[config.mk]
export PLATFORM = sky130hd
export DESIGN_NAME = spi_flash_id_responder
export DESIGN_NICKNAME = d
export VERILOG_FILES = /design/src/rtl/spi_flash_id_responder.sv
export SDC_FILE = /design/constraint.sdc
export NUM_CORES = 1
export LEC_CHECK = 0
export ABC_AREA = 1
export CAP_MARGIN = 15
export CORE_UTILIZATION = 30
export CTS_BUF_LIST = sky130_fd_sc_hd__clkbuf_8 sky130_fd_sc_hd__clkbuf_16
export DETAILED_ROUTE_END_ITERATION = 8
export HOLD_SLACK_MARGIN = 0.05
export PLACE_DENSITY_LB_ADDON = 0.12
export SYNTH_ARGS = -nofsm -noshare
export SYNTH_HDL_FRONTEND = slang
export SYNTH_SLANG_ARGS = --single-unit
[constraint.sdc]
create_clock -name clk12MHz -period 1.3 [get_ports clk12MHz]
set_input_delay 0.195 -clock clk12MHz [delete_from_list [all_inputs] [get_ports clk12MHz]]
set_output_delay 0.195 -clock clk12MHz [all_outputs]
set_load 0.05 [all_outputs]
[src/rtl/spi_flash_id_responder.sv]
// spi_flash_id_responder
// SPI mode-0 target that emulates the READ-ID path of a serial NOR flash.
// It receives one command byte. For 0x9F, and for 0x9E when ALT_ID_EN is set,
// it answers with the 3-byte JEDEC ID, repeated for as long as cs stays low.
// Every SPI pin is oversampled in the clk12MHz domain. No logic runs on sck.
//
// Ports:
//   clk12MHz     system clock (sole clock)
//   rst          asynchronous active-low reset
//   cs           chip select, active low
//   sck          SPI clock, idles low
//   sdi          initiator-to-target data
//   sdo          target-to-initiator data
//   sdo_oe       high while sdo is driven; tri-state at the top level when low
//   cmd_byte     last fully received command byte
//   cmd_strobe   one-cycle pulse when a command byte completes
//   debug_states current FSM state (0 idle, 1 cmd, 2 id_out, 3 ignore)

module spi_flash_id_responder #(
    parameter logic [7:0] JEDEC_MFR   = 8'hEF,
    parameter logic [7:0] JEDEC_TYPE  = 8'h40,
    parameter logic [7:0] JEDEC_CAP   = 8'h18,
    parameter bit         ALT_ID_EN   = 1'b1,
    parameter int         SYNC_STAGES = 2      // 2..3
) (
    input  logic       clk12MHz,
    input  logic       rst,
    input  logic       cs,
    input  logic       sck,
    input  logic       sdi,
    output logic       sdo,
    output logic       sdo_oe,
    output logic [7:0] cmd_byte,
    output logic       cmd_strobe,
    output logic [1:0] debug_states
);

    localparam logic [1:0] IDLE   = 2'd0;
    localparam logic [1:0] CMD    = 2'd1;
    localparam logic [1:0] ID_OUT = 2'd2;
    localparam logic [1:0] IGNORE = 2'd3;

    // Synchronisers. cs resets to its inactive (high) level, so reset does
    // not look like a cs edge.
    logic [SYNC_STAGES-1:0] cs_sync_q, sck_sync_q, sdi_sync_q;
    logic                   cs_prev_q, sck_prev_q;

    always_ff @(posedge clk12MHz or negedge rst) begin
        if (!rst) begin
            cs_sync_q  <= '1;
            sck_sync_q <= '0;
            sdi_sync_q <= '0;
            cs_prev_q  <= 1'b1;
            sck_prev_q <= 1'b0;
        end else begin
            cs_sync_q  <= {cs_sync_q[SYNC_STAGES-2:0], cs};
            sck_sync_q <= {sck_sync_q[SYNC_STAGES-2:0], sck};
            sdi_sync_q <= {sdi_sync_q[SYNC_STAGES-2:0], sdi};
            cs_prev_q  <= cs_sync_q[SYNC_STAGES-1];
            sck_prev_q <= sck_sync_q[SYNC_STAGES-1];
        end
    end

    logic cs_s, sck_s, sdi_s;
    logic cs_rise, cs_fall, sck_rise, sck_fall;

    assign cs_s     = cs_sync_q[SYNC_STAGES-1];
    assign sck_s    = sck_sync_q[SYNC_STAGES-1];
    assign sdi_s    = sdi_sync_q[SYNC_STAGES-1];
    assign cs_rise  = cs_s & ~cs_prev_q;
    assign cs_fall  = ~cs_s & cs_prev_q;
    assign sck_rise = sck_s & ~sck_prev_q;
    assign sck_fall = ~sck_s & sck_prev_q;

    // Protocol state
    logic [1:0] state_q, state_d;
    logic [2:0] bit_cnt_q, bit_cnt_d;     // counts up in CMD, down in ID_OUT
    logic [1:0] byte_idx_q, byte_idx_d;
    logic [6:0] shift_q, shift_d;
    logic [7:0] cmd_byte_q, cmd_byte_d;
    logic       cmd_strobe_q, cmd_strobe_d;
    logic       sdo_q, sdo_d;

    logic [7:0] id_byte;
    logic [7:0] rx_byte;
    logic       is_read_id;

    always_comb begin
        unique case (byte_idx_q)
            2'd0:    id_byte = JEDEC_MFR;
            2'd1:    id_byte = JEDEC_TYPE;
            default: id_byte = JEDEC_CAP;
        endcase
    end

    assign rx_byte    = {shift_q, sdi_s};
    assign is_read_id = (rx_byte == 8'h9F) || (ALT_ID_EN && (rx_byte == 8'h9E));

    always_comb begin
        state_d      = state_q;
        bit_cnt_d    = bit_cnt_q;
        byte_idx_d   = byte_idx_q;
        shift_d      = shift_q;
        cmd_byte_d   = cmd_byte_q;
        cmd_strobe_d = 1'b0;
        sdo_d        = sdo_q;

        if (cs_rise) begin
            // Deselect wins over any sck edge in the same cycle. A partial
            // command is dropped without a strobe.
            state_d    = IDLE;
            bit_cnt_d  = 3'd0;
            byte_idx_d = 2'd0;
            shift_d    = 7'd0;
            sdo_d      = 1'b0;
        end else begin
            case (state_q)
                IDLE: begin
                    if (cs_fall) begin
                        state_d   = CMD;
                        bit_cnt_d = 3'd0;
                    end
                end
                CMD: begin
                    if (sck_rise) begin
                        shift_d   = rx_byte[6:0];
                        bit_cnt_d = bit_cnt_q + 3'd1;
                        if (bit_cnt_q == 3'd7) begin
                            cmd_byte_d   = rx_byte;
                            cmd_strobe_d = 1'b1;
                            if (is_read_id) begin
                                state_d    = ID_OUT;
                                byte_idx_d = 2'd0;
                                bit_cnt_d  = 3'd7;
                            end else begin
                                state_d = IGNORE;
                            end
                        end
                    end
                end
                ID_OUT: begin
                    // Drive on the falling edge so the initiator samples on
                    // the following rising edge.
                    if (sck_fall) begin
                        sdo_d     = id_byte[bit_cnt_q];
                        bit_cnt_d = bit_cnt_q - 3'd1;
                        if (bit_cnt_q == 3'd0) begin
                            byte_idx_d = (byte_idx_q == 2'd2) ? 2'd0 : byte_idx_q + 2'd1;
                        end
                    end
                end
                default: begin
                    // IGNORE: wait for cs to rise
                end
            endcase
        end
    end

    always_ff @(posedge clk12MHz or negedge rst) begin
        if (!rst) begin
            state_q      <= IDLE;
            bit_cnt_q    <= 3'd0;
            byte_idx_q   <= 2'd0;
            shift_q      <= 7'd0;
            cmd_byte_q   <= 8'h00;
            cmd_strobe_q <= 1'b0;
            sdo_q        <= 1'b0;
        end else begin
            state_q      <= state_d;
            bit_cnt_q    <= bit_cnt_d;
            byte_idx_q   <= byte_idx_d;
            shift_q      <= shift_d;
            cmd_byte_q   <= cmd_byte_d;
            cmd_strobe_q <= cmd_strobe_d;
            sdo_q        <= sdo_d;
        end
    end

    assign sdo          = sdo_q;
    assign sdo_oe       = (state_q == ID_OUT);
    assign cmd_byte     = cmd_byte_q;
    assign cmd_strobe   = cmd_strobe_q;
    assign debug_states = state_q;

endmodule

# --- Yosys cells after proc, flatten, opt, wreduce, memory -nomap -nowiden ---
# Index checks and enable logic that the tools add are counted.
op_classes:
  n_mux: 34
  n_reduce_logical: 17
  bitwise_logic: 9
  shifts: 0
  div_mod_pow: 0
  addsub: 3
  n_eq_ne: 13
  n_mul: 0
  order_cmp: 1
ops:
  columns: ["operator", "n"]
  rows:
  - ["$mux W2", 11]
  - ["$mux W7", 3]
  - ["$mux W3", 6]
  - ["$eq A8 B8 Y1 const B", 2]
  - ["$pmux W8 S2", 1]
  - ["$ne A3 B3 Y1 const B", 4]
  - ["$reduce_and A4 Y1", 3]
  - ["$mux W1", 9]
  - ["$pmux W3 S3", 1]
  - ["$pmux W2 S2", 2]
  - ["$reduce_bool A2 Y1", 4]
  - ["$ne A3 B1 Y1 const B", 2]
  - ["$reduce_and A6 Y1", 1]
  - ["$reduce_bool A3 Y1", 2]
  - ["$not A1 Y1", 5]
  - ["$and A1 B1 Y1", 4]
  - ["$eq A2 B1 Y1 const B", 2]
  - ["$eq A2 B2 Y1 const B", 2]
  - ["$logic_not A2 Y1", 2]
  - ["$lt A3 B4 Y1 const B", 1]
  - ["$reduce_and A2 Y1", 2]
  - ["$reduce_bool A4 Y1", 1]
  - ["$add A3 B1 Y3 const B", 1]
  - ["$bmux W1 S3", 1]
  - ["5 further kinds", 5]
totals:
  in_bits: 5
  ramBits: 0
  latchBits: 0
  reg_bits: 32
  rom_bits: 0
  word_cells: 89
  out_inout_bits: 13
  memories: 0

# --- Longest topological paths before layout ---
logic_depth:
  ltp_word: 7
  ltp_mapped: 10

# --- Worst setup path after synthesis ---
# No wires, ideal clock.
synth_timing:
  path_type: "register -> register"
  from: "reg state_q[0], in the netlist debug_states[0]"
  to: "reg bit_cnt_q[2]"
  arrival_time_ps: 1919
  synth_period_minus_slack_ps: 2037
  t_required_ps: 1183
  path_slack_ps: -737
  setup_time_ps: 117
  n_path_buf: 0
  path_stages_with_launch: 10
  cell_sequence: "dfrtp_1 inv_1 ha_1 inv_1 nor2_1 nand2_1 nand2_1 nor2_2 nand3_1 nand2_1"
synth_via:
  elab_chain_cells: 3
synth_lines:
  columns: ["element", "line_no", "rtl"]
  rows:
  - ["from (decl)", "76", "logic [1:0] state_q, state_d;"]
  - ["from (signal assigned)", "169", "state_q <= state_d;"]
  - ["$eq A2 B2 Y1 *", null, null]
  - ["via sdo_oe", "32", "output logic sdo_oe,"]
  - ["$ne A3 B1 Y1 (no source line) (tied with other cells)", null, null]
  - ["$reduce_and A4 Y1 (no source line) / $mux W3 (equally long branches)", null, null]
  - ["to (signal assigned)", "170", "bit_cnt_q <= bit_cnt_d;"]
  - ["to (decl)", "77", "logic [2:0] bit_cnt_q, bit_cnt_d;"]
# Mark *: on every way through the listed nets, which the timed path passes. The rest lies on a longest branch.
# A chain may end at the register's enable or synchronous reset.

# --- Final worst setup path ---
layout_timing:
  from: "reg cs_sync_q[1]"
  to: "reg shift_q[6]"
layout_via:
  elab_chain_cells: 3
layout_lines:
  columns: ["element", "line_no", "rtl"]
  rows:
  - ["from (decl)", "45", "logic [SYNC_STAGES-1:0] cs_sync_q, sck_sync_q, sdi_sync_q;"]
  - ["from (signal assigned)", "56", "cs_sync_q <= {cs_sync_q[SYNC_STAGES-2:0], cs};"]
  - ["$and A1 B1 Y1 *", "70", "assign cs_rise = cs_s & ~cs_prev_q;"]
  - ["$reduce_bool A2 Y1 (no source line)", null, null]
  - ["$reduce_and A2 Y1 (no source line)", null, null]
  - ["to (signal assigned)", "172", "shift_q <= shift_d;"]
  - ["to (decl)", "79", "logic [6:0] shift_q, shift_d;"]
# Every way passes the cells marked *; elsewhere a longest branch is shown, timed or not.

==> metrics.cfg <==
[status]
status=complete, but fails checks
violations=setup timing

[die]
die-width_um=73.6
die_area_um2=5420
die_h_um=73.6
initial_utilization=0.319
coreArea_um2=4820
fp-row-count=25
ioPinCount=18

[placed_design]
dp_cells=279
postPlaceCellArea_um2=2130
globalplace.congestion=0.854
dp_hpwl_um=2230
port_buffers=17

[sta]
setup_viol=25
max_freq_mhz=676
hold_viol_final=0
worstMarginPinSlew_ns=0.316
min_period_ns=1.48
finalWorstSetupSlack_ns=-0.179
finalClockSkew_ns=0.00766
final_max_slew_viol_count=0
maxSlewHeadroom=0.789
fin_setup_tns_ns=-3.54
grt_setup_unrepaired=true
whs_ns=0.272
period_share=1.14

[power]
power_per_cell_area_nw_per_um2=1760
p_leak_nw=1.11
total_power_mw=4.21
vdd_ir_drop_max_mv=1.17

[worst_setup_path]
cp_top_family=flip-flops
worst_path_largest_cell_delay_ns=0.56
crit_path_top_delay_cell=dfstp_2
cp_data_required_time_ns=1.45
crit_buf_inv=2
critPathCaptureType=flop
path_class=reg2reg
critPathArrivalTime_ns=1.63
crit_path_cell_trace=ha_4, clkinvlp_4, buf_6, o21ai_4, o22ai_1
crit_path_max_fanout=7
cp-start-kind=flop

[yosys]
postSynthCellCount=174
netlist_area_um2=1540
synth_warnings=0
ys_seq_elements=32
synth_top_area_cell=dfrtp_1
ys_seq_area_frac=0.523
synth_most_common_cell=nand2_1
syn_avg_cell_area_um2=8.84
synth_nets=187
synth_cell_types=22
synth_common_cells=nand2_1, dfrtp_1, inv_1
synth_edf_count=0
ys_top_cells_by_area=dfrtp_1, nand2_1, ha_1
yosys_most_used_dff=dfrtp_1
synth_async_sr_flop_share=1.00
synth_top_area_frac=0.472

[finish]
nNetsFinal=236
multi_input_area_um2=756
antennaDiodeCount=0
drive_above_1_share=0.433
register_area_um2=807
design_area_um2=2390
post_layout_nonfiller_instances=291
fillers=477
area_growth_syn_to_layout_pct=55.2

[global_routing]
grt_max_degree=33
grt_pass1_vias=1283
grt_use_total=0.138
grt_pass1_wl_um=5610
antenna_found_initial=0
gr-total-overflow=0

[hold_path]
hold_path_class=in2async

[clock_network]
h-tree-depth=2
path_clk_slew_ns=0.07
cts_sinks=32
cts_root_buf=clkbuf_8
cts_tree=built
clk_path_buf_depth=2
clock_latency_ns=0.28
cts_buffers=5

[route]
drc_errors=0
dr.first_iter.drc_count=79
ant_nets=0
dr_total_vias=1281
wl_per_cell_um=11.1
wirelength_um=3240
dr.pass1.iters=4
via_per_inst=4.40

[job]
maxCapViolations=0

==> worst paths after layout <==
path                               startpoint             to  slack [ns]  depth (start not counted)
worst max-delay path             cs_sync_q[1]     shift_q[6]       -0.18                          5
worst min-delay path                      rst     shift_q[2]        0.27                          2
worst max register to register   cs_sync_q[1]     shift_q[6]       -0.18                          5
worst min register to register  sck_sync_q[0]  sck_sync_q[1]        0.35                          0
max in group asynchronous                 rst      cs_prev_q        0.79                          2
min in group clk12MHz                      cs   cs_sync_q[0]        0.31                          1
==> sequential cells by signal, summed over array words and instances, names as in the netlist <==
name	cells
sck_prev_q	1
sck_sync_q	2
debug_states	2
cmd_byte	8
cmd_strobe	1
cs_prev_q	1
sdi_sync_q	2
shift_q	7
bit_cnt_q	3
byte_idx_q	2
cs_sync_q	2
sdo	1
==> final cells by class <==
class	instances	area share
Clock inverter	3	0.0178
Multi-Input combinational cell	114	0.316
Sequential cell	32	0.338
Timing Repair Buffer	42	0.217
Inverter	28	0.0466
Tap cell	67	0.0351
Clock buffer	5	0.0288
==> kinds of logic (layout without fill, tap and decap cells) <==
group | after synthesis | in the layout | share of synthesized area
AO/OA/AOI/OAI | 26 | 26 | 0.114
adder cells (fa/ha/maj) | 8 | 8 | 0.0650
buffers and inverters | 29 | 78 | 0.0756
flip-flops | 32 | 32 | 0.523
AND/OR/NAND/NOR | 79 | 80 | 0.223
==> per-layer routing <==
metal | share of wire | track usage | vias up
met5 | 0 | 0 | -
met4 | 0.016 | 0.0556 | 0
met3 | 0.035 | 0.0370 | 6
met2 | 0.47 | 0.223 | 19
met1 | 0.47 | 0.175 | 605
li1 | - | - | 651
==> where the power goes <==
part	internal (mW)	leakage, nW	switching [mW]
registers	1.12	0.417	0.109
clock network	0.567	0.0541	0.383
logic	0.936	0.636	1.09
==> cell usage in the layout (no fill, tap or decap), types with 3 or more instances in the layout <==
master	netlist	final
buf_12	0	14
buf_4	0	19
buf_6	1	5
clkbuf_8	0	5
clkdlybuf4s50_1	0	4
dfrtp_1	29	27
dfstp_2	3	3
ha_1	8	4
ha_4	0	3
inv_1	26	18
inv_2	2	8
nand2_1	50	44
nand2_2	2	8
nand3_1	10	9
nor2_1	10	7
nor2_2	4	4
nor2_4	0	3
o21ai_1	3	3
o21ai_2	8	10
o22ai_1	7	4
o22ai_2	0	3
==> per-stage QoR <==
stage	utilization	setup slack, ns
floorplan	-	-0.210
global placement	0.442	-0.181
detailed placement	0.442	-0.212
CTS	0.491	-0.152
global route	0.496	-0.272
finish	0.496	-0.179
==> repair_timing <==
item	CTS	global route
endpoints found under the setup margin	25	25
hold buffers	0	0
resized for setup	26	5
pin swaps	5	3
buffers inserted	3	0
cloned	1	0
Note: power is estimated with default switching activity, not from simulation.
